`src/rtl/uart_pkg.sv`:
```
// Shared UART definitions: frame geometry, default bit period and receiver state encoding.
package uart_pkg;

    localparam int unsigned UART_DATA_BITS    = 8;
    localparam int unsigned UART_CLKS_PER_BIT = 5208;

    typedef enum logic [2:0] {
        ST_IDLE  = 3'd0,
        ST_START = 3'd1,
        ST_DATA  = 3'd2,
        ST_STOP  = 3'd3,
        ST_BREAK = 3'd4
    } uart_state_e;

    // Two-of-three vote used to reject single-sample noise on the line.
    function automatic logic majority3(input logic [2:0] s);
        return (s[0] & s[1]) | (s[0] & s[2]) | (s[1] & s[2]);
    endfunction

endpackage

```
`src/rtl/uart_rx_sync.sv`:
```
// Two-flop synchronizer for an asynchronous input plus a 3-sample majority vote
// over the synchronized history. Usable for any slow asynchronous control line.
module uart_rx_sync
    import uart_pkg::*;
(
    input  logic clk,
    input  logic rst,
    input  logic sig,
    output logic sig_sync,
    output logic sig_vote
);

    logic [1:0] sync_r;
    logic [2:0] hist_r;

    // Metastability filter and sample history, both idling at the line's rest level.
    always_ff @(posedge clk) begin
        if (rst) begin
            sync_r <= 2'b11;
            hist_r <= 3'b111;
        end else begin
            sync_r <= {sync_r[0], sig};
            hist_r <= {hist_r[1:0], sync_r[1]};
        end
    end

    assign sig_sync = sync_r[1];
    assign sig_vote = majority3(hist_r);

endmodule

```
`src/rtl/uart_rx.sv`:
```
// 8N1 UART receiver: start-bit qualification, mid-bit majority sampling,
// LSB-first assembly and stop-bit check with valid / framing-error strobes.
module uart_rx
    import uart_pkg::*;
#(
    parameter int unsigned CLKS_PER_BIT = UART_CLKS_PER_BIT
) (
    input  logic       clk,
    input  logic       rst,
    input  logic       rx,
    output logic [7:0] rx_data,
    output logic       rx_valid,
    output logic       frame_err,
    output logic       rx_busy
);

    localparam int unsigned      CNT_W     = $clog2(CLKS_PER_BIT);
    localparam int unsigned      HALF      = CLKS_PER_BIT / 2;
    localparam logic [CNT_W-1:0] CNT_LAST  = CNT_W'(CLKS_PER_BIT - 1);
    localparam logic [CNT_W-1:0] VOTE_AT   = CNT_W'(HALF + 1);
    localparam logic [2:0]       BIDX_LAST = 3'(UART_DATA_BITS - 1);

    logic                      rx_sync_s;
    logic                      vote_s;
    logic                      vote_now_s;

    uart_state_e               state_r,  state_next_s;
    logic [CNT_W-1:0]          cnt_r,    cnt_next_s;
    logic [2:0]                bidx_r,   bidx_next_s;
    logic [UART_DATA_BITS-1:0] shift_r,  shift_next_s;
    logic [7:0]                rx_data_r, rx_data_next_s;
    logic                      rx_valid_r, rx_valid_next_s;
    logic                      frame_err_r, frame_err_next_s;
    logic                      rx_busy_r;

    uart_rx_sync u_sync (
        .clk      (clk),
        .rst      (rst),
        .sig      (rx),
        .sig_sync (rx_sync_s),
        .sig_vote (vote_s)
    );

    assign vote_now_s = (cnt_r == VOTE_AT);

    // Next-state, datapath updates and strobe generation.
    always_comb begin
        state_next_s     = state_r;
        cnt_next_s       = (cnt_r == CNT_LAST) ? CNT_W'(0) : cnt_r + CNT_W'(1);
        bidx_next_s      = bidx_r;
        shift_next_s     = shift_r;
        rx_data_next_s   = rx_data_r;
        rx_valid_next_s  = 1'b0;
        frame_err_next_s = 1'b0;

        case (state_r)
            ST_IDLE: begin
                cnt_next_s = CNT_W'(0);
                if (!rx_sync_s) begin
                    state_next_s = ST_START;
                end else begin
                    state_next_s = ST_IDLE;
                end
            end
            ST_START: begin
                // cnt keeps running so later votes land one bit period apart
                if (vote_now_s && vote_s) begin
                    state_next_s = ST_IDLE;
                end else if (vote_now_s) begin
                    state_next_s = ST_DATA;
                    bidx_next_s  = 3'd0;
                end else begin
                    state_next_s = ST_START;
                end
            end
            ST_DATA: begin
                if (vote_now_s) begin
                    shift_next_s = {vote_s, shift_r[UART_DATA_BITS-1:1]};
                    if (bidx_r == BIDX_LAST) begin
                        state_next_s = ST_STOP;
                    end else begin
                        bidx_next_s = bidx_r + 3'd1;
                    end
                end else begin
                    state_next_s = ST_DATA;
                end
            end
            ST_STOP: begin
                // leave at the stop-bit centre so a zero-gap next start edge is caught
                if (vote_now_s && vote_s) begin
                    rx_data_next_s  = shift_r;
                    rx_valid_next_s = 1'b1;
                    state_next_s    = ST_IDLE;
                end else if (vote_now_s) begin
                    frame_err_next_s = 1'b1;
                    state_next_s     = ST_BREAK;
                end else begin
                    state_next_s = ST_STOP;
                end
            end
            ST_BREAK: begin
                cnt_next_s = CNT_W'(0);
                if (rx_sync_s) begin
                    state_next_s = ST_IDLE;
                end else begin
                    state_next_s = ST_BREAK;
                end
            end
            default: begin
                state_next_s = ST_IDLE;
                cnt_next_s   = CNT_W'(0);
            end
        endcase
    end

    // State, counters, shift register and registered outputs.
    always_ff @(posedge clk) begin
        if (rst) begin
            state_r     <= ST_IDLE;
            cnt_r       <= CNT_W'(0);
            bidx_r      <= 3'd0;
            shift_r     <= {UART_DATA_BITS{1'b0}};
            rx_data_r   <= 8'h00;
            rx_valid_r  <= 1'b0;
            frame_err_r <= 1'b0;
            rx_busy_r   <= 1'b0;
        end else begin
            state_r     <= state_next_s;
            cnt_r       <= cnt_next_s;
            bidx_r      <= bidx_next_s;
            shift_r     <= shift_next_s;
            rx_data_r   <= rx_data_next_s;
            rx_valid_r  <= rx_valid_next_s;
            frame_err_r <= frame_err_next_s;
            rx_busy_r   <= (state_next_s != ST_IDLE);
        end
    end

    assign rx_data   = rx_data_r;
    assign rx_valid  = rx_valid_r;
    assign frame_err = frame_err_r;
    assign rx_busy   = rx_busy_r;

endmodule
```
`config.mk`:
```
export PLATFORM = sky130hd
export DESIGN_NAME = uart_rx
export DESIGN_NICKNAME = d
export VERILOG_FILES = /design/src/rtl/uart_pkg.sv /design/src/rtl/uart_rx_sync.sv /design/src/rtl/uart_rx.sv
export SDC_FILE = /design/constraint.sdc
export NUM_CORES = 1
export LEC_CHECK = 0
export ABC_AREA = 1
export BUFFER_PORTS_ARGS = -buffer_cell sky130_fd_sc_hd__buf_2
export CORE_MARGIN = 2
export CORE_UTILIZATION = 42
export DETAILED_ROUTE_END_ITERATION = 10
export SYNTH_ARGS = -nofsm -noshare
export SYNTH_HDL_FRONTEND = slang
export SYNTH_SLANG_ARGS = --single-unit
```
`constraint.sdc`:
```
create_clock -name clk -period 1.9 [get_ports clk]
set_input_delay 0.095 -clock clk [delete_from_list [all_inputs] [get_ports clk]]
set_output_delay 0.095 -clock clk [all_outputs]
set_load 0.05 [all_outputs]
```
Word-level counts from Yosys, hierarchy flattened
Index checks and enable logic that the tools add are counted.

Bits in registers: 43. Latch bits: 0. RAM bits: 0. ROM bits: 0. Input port bits: 3. Output and inout bits: 11. Word-level logic and storage cells: 57. Memories: 0.

Add/sub/neg operators: 2. $mul: 0. Div/mod/pow operators: 0. Magnitude comparators: 0. Equal/unequal tests: 11. Shift-type cells: 0. Multiplexer cells: 16. Bitwise logic cells: 7. Reduce and logical (&&, ||, !) cells: 11.

Operator list (number): $mux 3 (9); $pmux 3 s5 (1); $add 13x1->13 const B (1); $eq 13x12->1 const B (1); $eq 13x13->1 const B (1); $reduce_or 3->1 (3); $ne 2x2->1 const B (4); $eq 3x2->1 const B (2); $eq 3x3->1 const B (2); $pmux 3 s2 (1); $reduce_and 5->1 (1); $mux 2 (2); $reduce_and 2->1 (2); $add 3x1->3 const B (1); $and 1x1->1 (3); $eq 3x1->1 const B (1); $logic_not 3->1 (1); $mux 1 (3); $reduce_bool 3->1 (1); $not 1->1 (2); $or 1x1->1 (2); $reduce_bool 2->1 (1); $reduce_or 2->1 (1); $logic_and 1x1->1 (1).

Longest topological paths before layout
Gate-level depths: netlist (run 1).

Word-level depth: 7. Depth in mapped cells: 11. Depth with buffers taken out: 11.

Cells and area by module
From an unflattened synthesis (run 1), not the netlist that was laid out.

Cell total of the unflattened synthesis: 247. Area total of the unflattened synthesis: 1900.6 sq um.

By module, submodules not included: uart_rx (instances 1, cells each 233, area an instance 1752.9 sq um, sequential area each 760.7 sq um); uart_rx_sync (instances 1, cells each 14, area an instance 147.6 sq um, sequential area each 100.1 sq um).

Worst setup path after synthesis (run 1)
No wires, ideal clock.

Path kind: register to register. From: register cnt_r[0]. To: register rx_data_r[0] (netlist: rx_data[0]). Arrival time: 1.312 ns. Data required time: 1.788 ns. Setup slack: 0.476 ns. Cell stages (with the launch flop): 9. Buffers on the path: 0. Clock period less this slack: 1.424 ns. Path through: dfxtp_1 -> ha_1 -> nand2_1 -> nor2_2 -> nand4_1 -> nor2_1 -> nand2_2 -> nor2_1 -> nor2_1.

Longest elaborated chain between the ends: 3.

Ends and longest elaborated chain: start, declared (line uart_rx.sv:28) `logic [CNT_W-1:0] cnt_r, cnt_next_s;`; start signal, assigned (line uart_rx.sv:129) `cnt_r <= cnt_next_s;`; $eq 13x12->1 (line uart_rx.sv:44) `assign vote_now_s = (cnt_r == VOTE_AT);`; $logic_and 1x1->1 (line uart_rx.sv:90) `if (vote_now_s && vote_s) begin`; $reduce_and 2->1 (no line); end signal, assigned (line uart_rx.sv:132) `rx_data_r <= rx_data_next_s;`; end, declared (line uart_rx.sv:31) `logic [7:0] rx_data_r, rx_data_next_s;`.

No other way between the ends. A chain may end at the register's enable or synchronous reset.

Final worst setup path (run 1)
From: register cnt_r[0]. To: register rx_data_r[3] (netlist: rx_data[3]).

The elaborated chain is that of the path after synthesis.

==> impl_results.md, run 1 <==
* Status: completed
* Bufs on Longest Clock Path at 2
* Synth Area in XOR/XNOR at 0%
* Syn nets at about 290
* Net Sw Frac at 19.7%
* Final period utilization at roughly 85%
* Max FO, Critical Path at 9
* Largest net degree at the start of global routing at 22
* Kind of critical path: register to register
* Grt total ovfl at 0
* TritonCTS clock tree: yes
* Dpl ws at between 0.2 and 0.25 ns
* Asr flop ratio synth at 0%
* DR WL/cell at 10.9 um
* GRT Resource Usage Total at 16.6%
* Pleak at about 1.0 nW
* RSZ-0062 raised after global routing: no
* Least-Margin Pin Slew at roughly 0.46 ns
* Cell with the most instances after synthesis: nand2_1
* Port Buffer Count at 13
* Largest family of logic cells by synthesized area: simple AND/OR/NAND/NOR gates
* Pint at 0.00134 W
* Crit end category: register
* Reg clk slew, reported paths at around 0.08 ns
* Setup ws final at ~0.28 ns
* Max-cap violation count at 0
* Grt met2 use at ~30%
* Initial antenna violation count at 0
* F_max at around 600 MHz
* CP arrival at about 1.8 ns
* Slew Viols, Final at 0
* Switching power at roughly 0.00033 W
* Final min period at approximately 1.6 ns
* Core area at 4660 um2
* Row cnt at 25
* # setup viols final at 0
* Power density over cell area at ~740 nW/um2
* Area Overhead vs Synth at 12.8%
* Number of CTS-inserted buffers at 5
* Compound-Gate Fraction of Synth Area at under 10%
* Register bit total from synthesis at 43
* First-pass GRT wire length at 6.83 mm
* Clk Latency, worst-skew pair at slightly below 0.3 ns
* Sequential share of the synthesized area at a little over two fifths
* Fillers at slightly below 500
* Synth top cells by count: 67 x nand2_1, 47 x nor2_1, 43 x dfxtp_1
* DRT iter0 DRCs at 65
* H-tree depth at 2
* Die Y at approximately 73 um
* Vias in the first global route at 1640
* Final ANT Viol Nets at 0
* Synth Cell Area at approximately 2000 um2
* DRC at 0
* Number of synthesized flops with an enable pin at 0
* DRT Wirelength at 3.88 mm
* Vias after detailed routing at ~1700
* Post_cts resized at 0
* Clock sinks at 43
* Non-Filler Instances at between 300 and 400
* Post-synthesis mux area share at 0%
* Setup crit start kind: register
* Final setup TNS at 0 ns
* Synth top area cells: dfxtp_1 43%, nand2_1 13%, nor2_1 8.8%, inv_1 6.0%, nor3_1 4.0%
* Die ar. at approximately 5300 um2
* Pre-antenna DRT Iters at 4
* Final Skew at ~0.0064 ns
* Comb power frac at 2.3%
* Clk pwr share at a little over two fifths
* Final-stage net count at between 300 and 400
* Fin. Hold Viols at 0
* Vias per std cell at just under 5
* Met1 Use GR at a little under a fifth
* Post-Synth Simple-Gate Area at between 40% and 50%
* Top Usage Layer GRT: met2
* IO Count at 14
* Root buf cell: clkbuf_8
* Ys flop type: dfxtp_1
* Adder-cell share of the synthesized area at 2.50%
* DP Cell Count at between 300 and 400
* Cells after synthesis at between 200 and 300
* Final HPWL DP at around 3 mm
* Mapped Avg Cell Area at slightly above 7 um2
* Critical Path RT at around 2.1 ns
* Sequential share of power at roughly 54%
* Synth top area share at a little over two fifths
* Gp weighted congestion at between 0.9 and 1
* Synth area leader: dfxtp_1
* Yosys warnings at 0
* Met3 Use GR at 4.14%
* Slew HR at 69.3%
* Synth cell types at 27
* Peak VDD IR at approximately 0.34 mV
* Layout cells sized above 1 at between 10% and 20%
* ANT cells at 0
* Die Wd at 73.1 um
* Worst Hold Class: input pin to register
* Starting density of the core at approximately 43%
routing by layer:
metal	wire length, um	up-vias
met3	126	8
met5	0	-
li1	-	933
met2	1870	29
met4	85	0
met1	1790	754
final cells by class:
class,instances,area (um2),area share [%]
clock inverters,2,35.0,1.55
well taps,54,67.6,2.99
multi-input cells,196,978,43.3
repair buffers,16,90.1,3.98
clock buffers,6,82.6,3.65
flip-flops and latches,43,861,38.1
inverters,39,146,6.47
worst max-delay path, stage by stage, from the launching register on:
cell and delay, ns:
dfxtp_1 0.39, ha_1 0.17, nand2_1 0.08, nor2_2 0.23, nand4_1 0.18, nor2_1 0.14
nand2_2 0.14, nor2_1 0.14, nor2_1 0.05
final timing paths:
check / from / endpoint / slack [ns] / depth (start not counted)
worst min register to register: u_sync.sync_r[0]$_SDFF_PP1_ / u_sync.sync_r[1]$_SDFF_PP1_ / 0.40 / 1
worst min-delay path: rst / bidx_r[1]$_SDFFE_PP0P_ / 0.08 / 2
worst max register to register: cnt_r[0]$_SDFF_PP0_ / rx_data[3]$_SDFFE_PP0P_ / 0.28 / 8
worst max-delay path: cnt_r[0]$_SDFF_PP0_ / rx_data[3]$_SDFFE_PP0P_ / 0.28 / 8
through the flow:
stage               cell area (um2)  total power (W)  util (%)  hold slack (ns)
floorplan                      2000         0.000958         -            0.199
global placement               2130         0.000968      45.8            0.281
detailed placement             2130         0.000969      45.8            0.284
CTS                            2260          0.00170      48.5           0.0727
global route                   2260          0.00174      48.5           0.0973
finish                         2260          0.00167      48.5           0.0764
placed cells by master, fill, tap and decap left out:
cell type / netlist / routed
a21oi_1: 10 / 10
nor3_1: 16 / 16
buf_2: 0 / 13
a31oi_1: 1 / 1
nand4_1: 9 / 9
nor3_4: 2 / 2
nand3b_1: 3 / 3
o21ai_1: 2 / 2
inv_2: 7 / 7
nor2_1: 47 / 47
dlygate4sd3_1: 0 / 1
clkinv_2: 0 / 1
nor2_4: 1 / 1
nand3_4: 1 / 1
clkbuf_8: 0 / 6
nor2_2: 5 / 5
nor2_8: 1 / 1
or2_2: 4 / 4
nor4_1: 1 / 1
nor3b_1: 3 / 3
bufinv_16: 0 / 1
nand3_1: 5 / 5
nand2_1: 67 / 67
nand2_2: 2 / 2
dfxtp_1: 43 / 43
o21ai_2: 1 / 1
inv_1: 32 / 32
o21ai_0: 10 / 10
buf_4: 1 / 2
ha_1: 4 / 4
nand4_2: 1 / 1
registers in the layout, summed over array words and instances, names as in the netlist:
name	flops
shift_r	8
cnt_r	13
bidx_r	3
rx_valid	1
state_r	3
u_sync.hist_r	3
u_sync.sync_r	2
rx_busy	1
rx_data	8
frame_err	1
logic make-up after synthesis:
| group | count (synthesis) |
|---|---|
| AO/OA/AOI/OAI | 24 |
| flip-flops | 43 |
| adder cells (fa/ha/maj) | 4 |
| buffers and inverters | 43 |
| AND/OR/NAND/NOR | 168 |
repair_timing:
action | 4_1_cts | 5_1_grt
endpoints found under the setup margin | 0 | 0
hold buffers | 1 | 0
setup buffers | 0 | 0
endpoints found under the hold margin | 1 | 0
power groups by stage:
| stage | logic, W | clock network (W) | registers [W] |
|---|---|---|---|
| CTS | 0.0000384 | 0.000752 | 0.000910 |
| finish | 0.0000379 | 0.000725 | 0.000910 |
| global placement | 0.0000369 | 0 | 0.000932 |
| detailed placement | 0.0000370 | 0 | 0.000932 |
| floorplan | 0.0000227 | 0 | 0.000935 |
| global route | 0.0000434 | 0.000790 | 0.000911 |
(Power assumes the default switching activity.)
==> run 2: changes to the inputs <==
--- a/config.mk
+++ b/config.mk
@@ -8,8 +8,10 @@
 export ABC_AREA = 1
 export BUFFER_PORTS_ARGS = -buffer_cell sky130_fd_sc_hd__buf_2
 export CORE_MARGIN = 2
-export CORE_UTILIZATION = 42
+export CORE_UTILIZATION = 59
+export CTS_BUF_LIST = sky130_fd_sc_hd__clkbuf_16
 export DETAILED_ROUTE_END_ITERATION = 10
+export PLACE_DENSITY = 0.78
 export SYNTH_ARGS = -nofsm -noshare
 export SYNTH_HDL_FRONTEND = slang
 export SYNTH_SLANG_ARGS = --single-unit
==> run 2 against run 1 <==
- critical path depth stayed put
- wire length is 0.26% lower
- global-route usage is 6.2 points higher
- combinational power hardly changed
- worst setup slack better by 0.0024 ns
- sequential power hardly changed
- core utilization is 20 points higher
- hold slack better by 0.026 ns
- clock power is 10% higher
- die area is 27% lower
- largest power group unchanged
==> impl_results.md, run 2 (synthesized netlist as in run 1, its figures left out) <==
* Status: completed
* Final min period at 1.62 ns (-0.00236 ns)
* Pleak at 1.06 nW (+1.2%)
* FF-to-FF End: rx_data[4]$_SDFFE_PP0P_
* Die Y at 62.3 um (-15%)
* Max reg flops at 13 (unchanged)
* Placed Instance Area at 2120 um2 (-0.47%)
* ANT cells at 0 (unchanged)
* Reg2Reg Depth at 8 (unchanged)
* Slew HR at 67.7% (-1.6 points)
* Vias after detailed routing at 1758 (+2.0%)
* Pre-antenna DRT Iters at 5 (+1)
* Top cell by count, worst path: nor2_1
* Final ANT Viol Nets at 0 (unchanged)
* Worst Hold Class: input pin to register
* Area Overhead vs Synth at 13.4%
* Most flop-heavy register: cnt_r
* Starting density of the core at 60.5% (+18 points)
* Vias in the first global route at 1544 (-5.9%)
* Setup crit start kind: register
* Fin. Hold Viols at 0 (unchanged)
* Max FO, Critical Path at 9 (unchanged)
* DRT Wirelength at 3.87 mm (-0.26%)
* H-tree depth at 2 (unchanged)
* Power density over cell area at 769 nW/um2 (+4.0%)
* CP arrival at 1.79 ns (-0.02 ns)
* Port Buffer Count at 13 (unchanged)
* CP top delay family: simple AND/OR/NAND/NOR gates
* Critical Path RT at 2.08 ns (about the same)
* Initial antenna violation count at 0 (unchanged)
* Setup ws final at 0.285 ns (+0.00236 ns)
* Gp weighted congestion at 0.884 (-3.8%)
* Least-Margin Pin Slew at 0.484 ns (+0.0236 ns)
* Final setup TNS at 0 ns (unchanged)
* Crit end category: register
* Clock sinks at 43 (unchanged)
* Slowest CP cell: dfxtp_1
* Most frequent cells in the layout: 67 x nand2_1, 47 x nor2_1, 43 x dfxtp_1, 32 x inv_1, 16 x nor3_1
* Row cnt at 21 (-16%)
* Max-cap violation count at 0 (unchanged)
* Die ar. at 3880 um2 (-27%)
* Final-stage net count at 308 (unchanged)
* CP Launch Point: cnt_r[0]$_SDFF_PP0_
* Final Util at 68.7% (+20 points)
* Vias per std cell at 5.05 (+4.3%)
* RSZ-0062 raised after global routing: no
* Crit Reg-Reg Startpoint: cnt_r[0]$_SDFF_PP0_
* Dpl ws at 0.287 ns (+0.0383 ns)
* Number of CTS-inserted buffers at 5 (unchanged)
* Die Wd at 62.3 um (-15%)
* # setup viols final at 0 (unchanged)
* Final Skew at 0.00201 ns (-0.00438 ns)
* Bufs on Longest Clock Path at 2 (unchanged)
* CP bufs+invs at 0 (unchanged)
* DRT iter0 DRCs at 62 (-4.6%)
* Final HPWL DP at 2.81 mm (-4.5%)
* Grt total ovfl at 0 (unchanged)
* IO Count at 14 (unchanged)
* F_max at 619 MHz (+0.15%)
* DR WL/cell at 11.1 um (+2.0%)
* R2R Setup Slk at 0.28 ns (about the same)
* Finished layout cell area at 2270 um2 (+0.55%)
* Clk Latency, worst-skew pair at 0.28 ns (about the same)
* Layout cells sized above 1 at 15.9% (unchanged)
* GRT Resource Usage Total at 22.8% (+6.2 points)
* DRC at 0 (unchanged)
* Worst stage delay on the critical path at 0.40 ns (about the same)
* Reg clk slew, reported paths at 0.05 ns (-0.03 ns)
* Hold Worst Slack at 0.103 ns (+0.0263 ns)
* Slew Viols, Final at 0 (unchanged)
* Kind of critical path: register to register
* Critical path depth in cells at 8 (unchanged)
* First-pass GRT wire length at 6.99 mm (+2.3%)
* Root buf cell: clkbuf_16
* Core area at 3310 um2 (-29%)
* Setup bufs post-CTS at 0 (unchanged)
* Peak VDD IR at 0.557 mV (+65%)
* Capture point of the worst path: rx_data[4]$_SDFFE_PP0P_
* Most common cell after layout, fill and taps aside: nand2_1
* Largest net degree at the start of global routing at 22 (unchanged)
* Final period utilization at 85.0% (-0.12 points)
* TritonCTS clock tree: yes
* Critical-path cell list: ha_1, nand2_1, nor2_2, nand4_1, nor2_1, nand2_2, nor2_1, nor2_1
-- run 2: how the worst min path moves through the flow --
stage | from | endpoint | slack (ns) | cells past startpoint
after global routing | rst | bidx_r[2]$_SDFFE_PP0P_ | 0.12 | 2
after floorplan | rx | u_sync.sync_r[0]$_SDFF_PP1_ | 0.20 | 1
final | rst | bidx_r[2]$_SDFFE_PP0P_ | 0.10 | 2
after detailed placement | rx | u_sync.sync_r[0]$_SDFF_PP1_ | 0.28 | 2
after CTS | rst | bidx_r[2]$_SDFFE_PP0P_ | 0.1 | 2
after global placement | rx | u_sync.sync_r[0]$_SDFF_PP1_ | 0.28 | 2
-- run 2: power by group --
part	switching (W)	internal, W
Sequential	0.00000415	0.000908
Combinational	0.0000258	0.0000124
Clock	0.000320	0.000478
-- run 2: final cells by class --
class	count	area, um2
Fill cell	281	1040
Multi-Input combinational cell	196	978
Sequential cell	43	861
Inverter	39	146
Clock buffer	5	125
Timing Repair Buffer	16	90.1
Tap cell	46	57.6
Clock inverter	3	15.0
-- run 2: timing repair --
item / in CTS / in global routing
hold endpoints to repair: 1 / 0
resized for setup: 0 / 0
hold buffers: 1 / 0
-- run 2: per-layer routing --
layer | vias to the layer above | share of wire (%) | global-route usage [%] | wire length, um
li1 | 938 | - | - | -
met1 | 765 | 52 | 33.6 | 2010
met2 | 48 | 40 | 32.1 | 1550
met3 | 7 | 6.4 | 5.98 | 249
met4 | 0 | 1.6 | 8.61 | 61
met5 | - | 0 | 0 | 0
-- run 2: metrics by stage --
stage	std cells	total power [W]
2_1_floorplan	282	0.000958
3_3_place_gp	339	0.000968
3_5_place_dp	339	0.000968
4_1_cts	348	0.00177
5_1_grt	348	0.00182
6_report	348	0.00175
==> run 3: changes to the inputs <==
--- a/config.mk
+++ b/config.mk
@@ -12,6 +12,8 @@
 export CTS_BUF_LIST = sky130_fd_sc_hd__clkbuf_16
 export DETAILED_ROUTE_END_ITERATION = 10
 export PLACE_DENSITY = 0.78
+export RECOVER_POWER = 100
+export SETUP_SLACK_MARGIN = 0.3
 export SYNTH_ARGS = -nofsm -noshare
 export SYNTH_HDL_FRONTEND = slang
 export SYNTH_SLANG_ARGS = --single-unit
==> run 3 against run 2 <==
- clock-buffer cell count is the same
- cell area grew 3.4%
- final cell count grew 0.57%
- non-clock buffer count grew 1
- critical path type unchanged
==> impl_results.md, run 3 (synthesized netlist as in run 1, its figures left out) <==
* Setup crit start kind: register
* Largest net degree at the start of global routing at 22 (unchanged)
* Root buf cell: clkbuf_16
* RSZ-0062 raised after global routing: yes
* DRT iter0 DRCs at 68 (+9.7%)
* Peak VDD IR at 0.554 mV (-0.58%)
* TritonCTS clock tree: yes
* Final Util at 71.0% (+2.3 points)
* Pleak at 1.01 nW (-4.3%)
* Setup ws final at 0.263 ns (-0.0211 ns)
* Starting density of the core at 60.5% (unchanged)
* Slowest CP cell: dfxtp_4
* Final-stage net count at 310 (+0.65%)
* Kind of critical path: register to register
* # setup viols final at 0 (unchanged)
* Vias in the first global route at 1545 (+0.065%)
* Final ANT Viol Nets at 0 (unchanged)
* Initial antenna violation count at 0 (unchanged)
* Max reg flops at 13 (unchanged)
* Max FO, Critical Path at 4 (-5)
* Slew Viols, Final at 0 (unchanged)
* H-tree depth at 2 (unchanged)
* Pre-antenna DRT Iters at 5 (unchanged)
* Finished layout cell area at 2350 um2 (+3.4%)
* Grt total ovfl at 0 (unchanged)
* Vias per std cell at 5.05 (about the same)
* Fillers at 280 (-0.36%)
* Placed Instance Area at 2120 um2 (unchanged)
* IO Count at 14 (unchanged)
* CP bufs+invs at 1 (+1)
* Critical Path RT at 2.08 ns (about the same)
* Bufs on Longest Clock Path at 2 (unchanged)
* CP top delay family: simple AND/OR/NAND/NOR gates
* DP Cell Count at 339 (unchanged)
* Fin. Hold Viols at 0 (unchanged)
* DRT Wirelength at 4.16 mm (+7.6%)
* ANT cells at 0 (unchanged)
* Least-Margin Pin Slew at 0.598 ns (+0.115 ns)
* Core area at 3310 um2 (unchanged)
* Dpl ws at 0.287 ns (unchanged)
* Status: completed
* Clk Latency, worst-skew pair at 0.28 ns (about the same)
* Worst stage delay on the critical path at 0.35 ns (-0.05 ns)
* Row cnt at 21 (unchanged)
* First-pass GRT wire length at 6.99 mm (unchanged)
* Area Overhead vs Synth at 17.3%
* Final period utilization at 86.1% (+1.1 points)
* DR WL/cell at 11.9 um (+6.9%)
* Vias after detailed routing at 1768 (+0.57%)
* Number of CTS-inserted buffers at 5 (unchanged)
* Die ar. at 3880 um2 (unchanged)
* Reg clk slew, reported paths at 0.06 ns (about the same)
* Most common cell after layout, fill and taps aside: nand2_1
* Slew HR at 60.3% (-7.5 points)
* Final Skew at 0.00240 ns (+0.000396 ns)
* Crit end category: register
* Non-Filler Instances at 350 (+0.57%)
* CP arrival at 1.82 ns (+0.03 ns)
* Final HPWL DP at 2.81 mm (unchanged)
* Clock sinks at 43 (unchanged)
* Max-cap violation count at 0 (unchanged)
* Final setup TNS at 0 ns (unchanged)
* GRT Resource Usage Total at 22.8% (unchanged)
* Port Buffer Count at 13 (unchanged)
* DRC at 0 (unchanged)
* Most frequent cells in the layout: 67 x nand2_1, 41 x nor2_1, 37 x dfxtp_1, 32 x inv_1, 16 x nor3_1
* Critical-path cell list: inv_1, ha_1, nand2_1, nor2_4, nand4_1, nor2_4, nand2_1, nor2_1, nor2_1
* Most flop-heavy register: cnt_r
* Die Wd at 62.3 um (unchanged)
* Worst Hold Class: input pin to register
* Power density over cell area at 746 nW/um2 (-3.0%)
* Final min period at 1.64 ns (+0.0211 ns)
* Gp weighted congestion at 0.884 (unchanged)
* F_max at 611 MHz (-1.3%)
* Die Y at 62.3 um (unchanged)
* Layout cells sized above 1 at 16.4% (+0.55 points)
[run 3: cell types whose count changed in the layout (fill, tap and decap cells not counted), sizes merged]
| cell | delta |
|---|---|
| clkbuf | +11 |
| buf | -10 |
| clkinv | +1 |
| inv | -1 |
| nand2 | +1 |
[run 3: worst paths after layout]
kind / start / endpoint / slack (ns) / cells after the start
min reg2reg: u_sync.sync_r[0]$_SDFF_PP1_ / u_sync.sync_r[1]$_SDFF_PP1_ / 0.42 / 1
min: rst / bidx_r[2]$_SDFFE_PP0P_ / 0.11 / 2
max: cnt_r[1]$_SDFF_PP0_ / rx_data[5]$_SDFFE_PP0P_ / 0.26 / 9
max reg2reg: cnt_r[1]$_SDFF_PP0_ / rx_data[5]$_SDFFE_PP0P_ / 0.26 / 9
[run 3: metal layers]
| layer | global-route usage [%] | wire length, um | vias to the layer above |
|---|---|---|---|
| li1 | - | - | 939 |
| met1 | 33.6 | 2130 | 776 |
| met2 | 32.1 | 1730 | 46 |
| met3 | 5.98 | 233 | 7 |
| met4 | 8.61 | 63 | 0 |
| met5 | 0 | 0 | - |
[run 3: layout make-up]
type                            instances  area (um2)  area share (%)
Inverter                               39         146            6.23
Sequential cell                        43         873            37.1
Clock inverter                          3        15.0           0.639
Clock buffer                            5         125            5.32
Tap cell                               46        57.6            2.45
Timing Repair Buffer                   17        87.6            3.73
Multi-Input combinational cell        197        1050            44.5
[run 3: repair_timing]
item / in CTS / in global routing
pin swaps: 0 / 10
cloned: 0 / 1
setup endpoints to repair: 8 / 23
hold endpoints to repair: 1 / 0
buffers inserted: 0 / 1
gates resized for setup: 1 / 37
hold buffers: 1 / 0
[run 3: power breakdown]
part           switching (W)  internal [W]  leakage, nW  total [W]
registers         0.00000433      0.000906        0.351   0.000910
logic              0.0000269     0.0000126        0.588  0.0000395
clock network       0.000325      0.000478       0.0733   0.000804
[run 3: stage by stage]
stage | hold slack (ns) | power, W
2_1_floorplan | 0.199 | 0.000958
3_3_place_gp | 0.277 | 0.000968
3_5_place_dp | 0.279 | 0.000968
4_1_cts | 0.0999 | 0.00177
5_1_grt | 0.115 | 0.00182
6_report | 0.105 | 0.00175
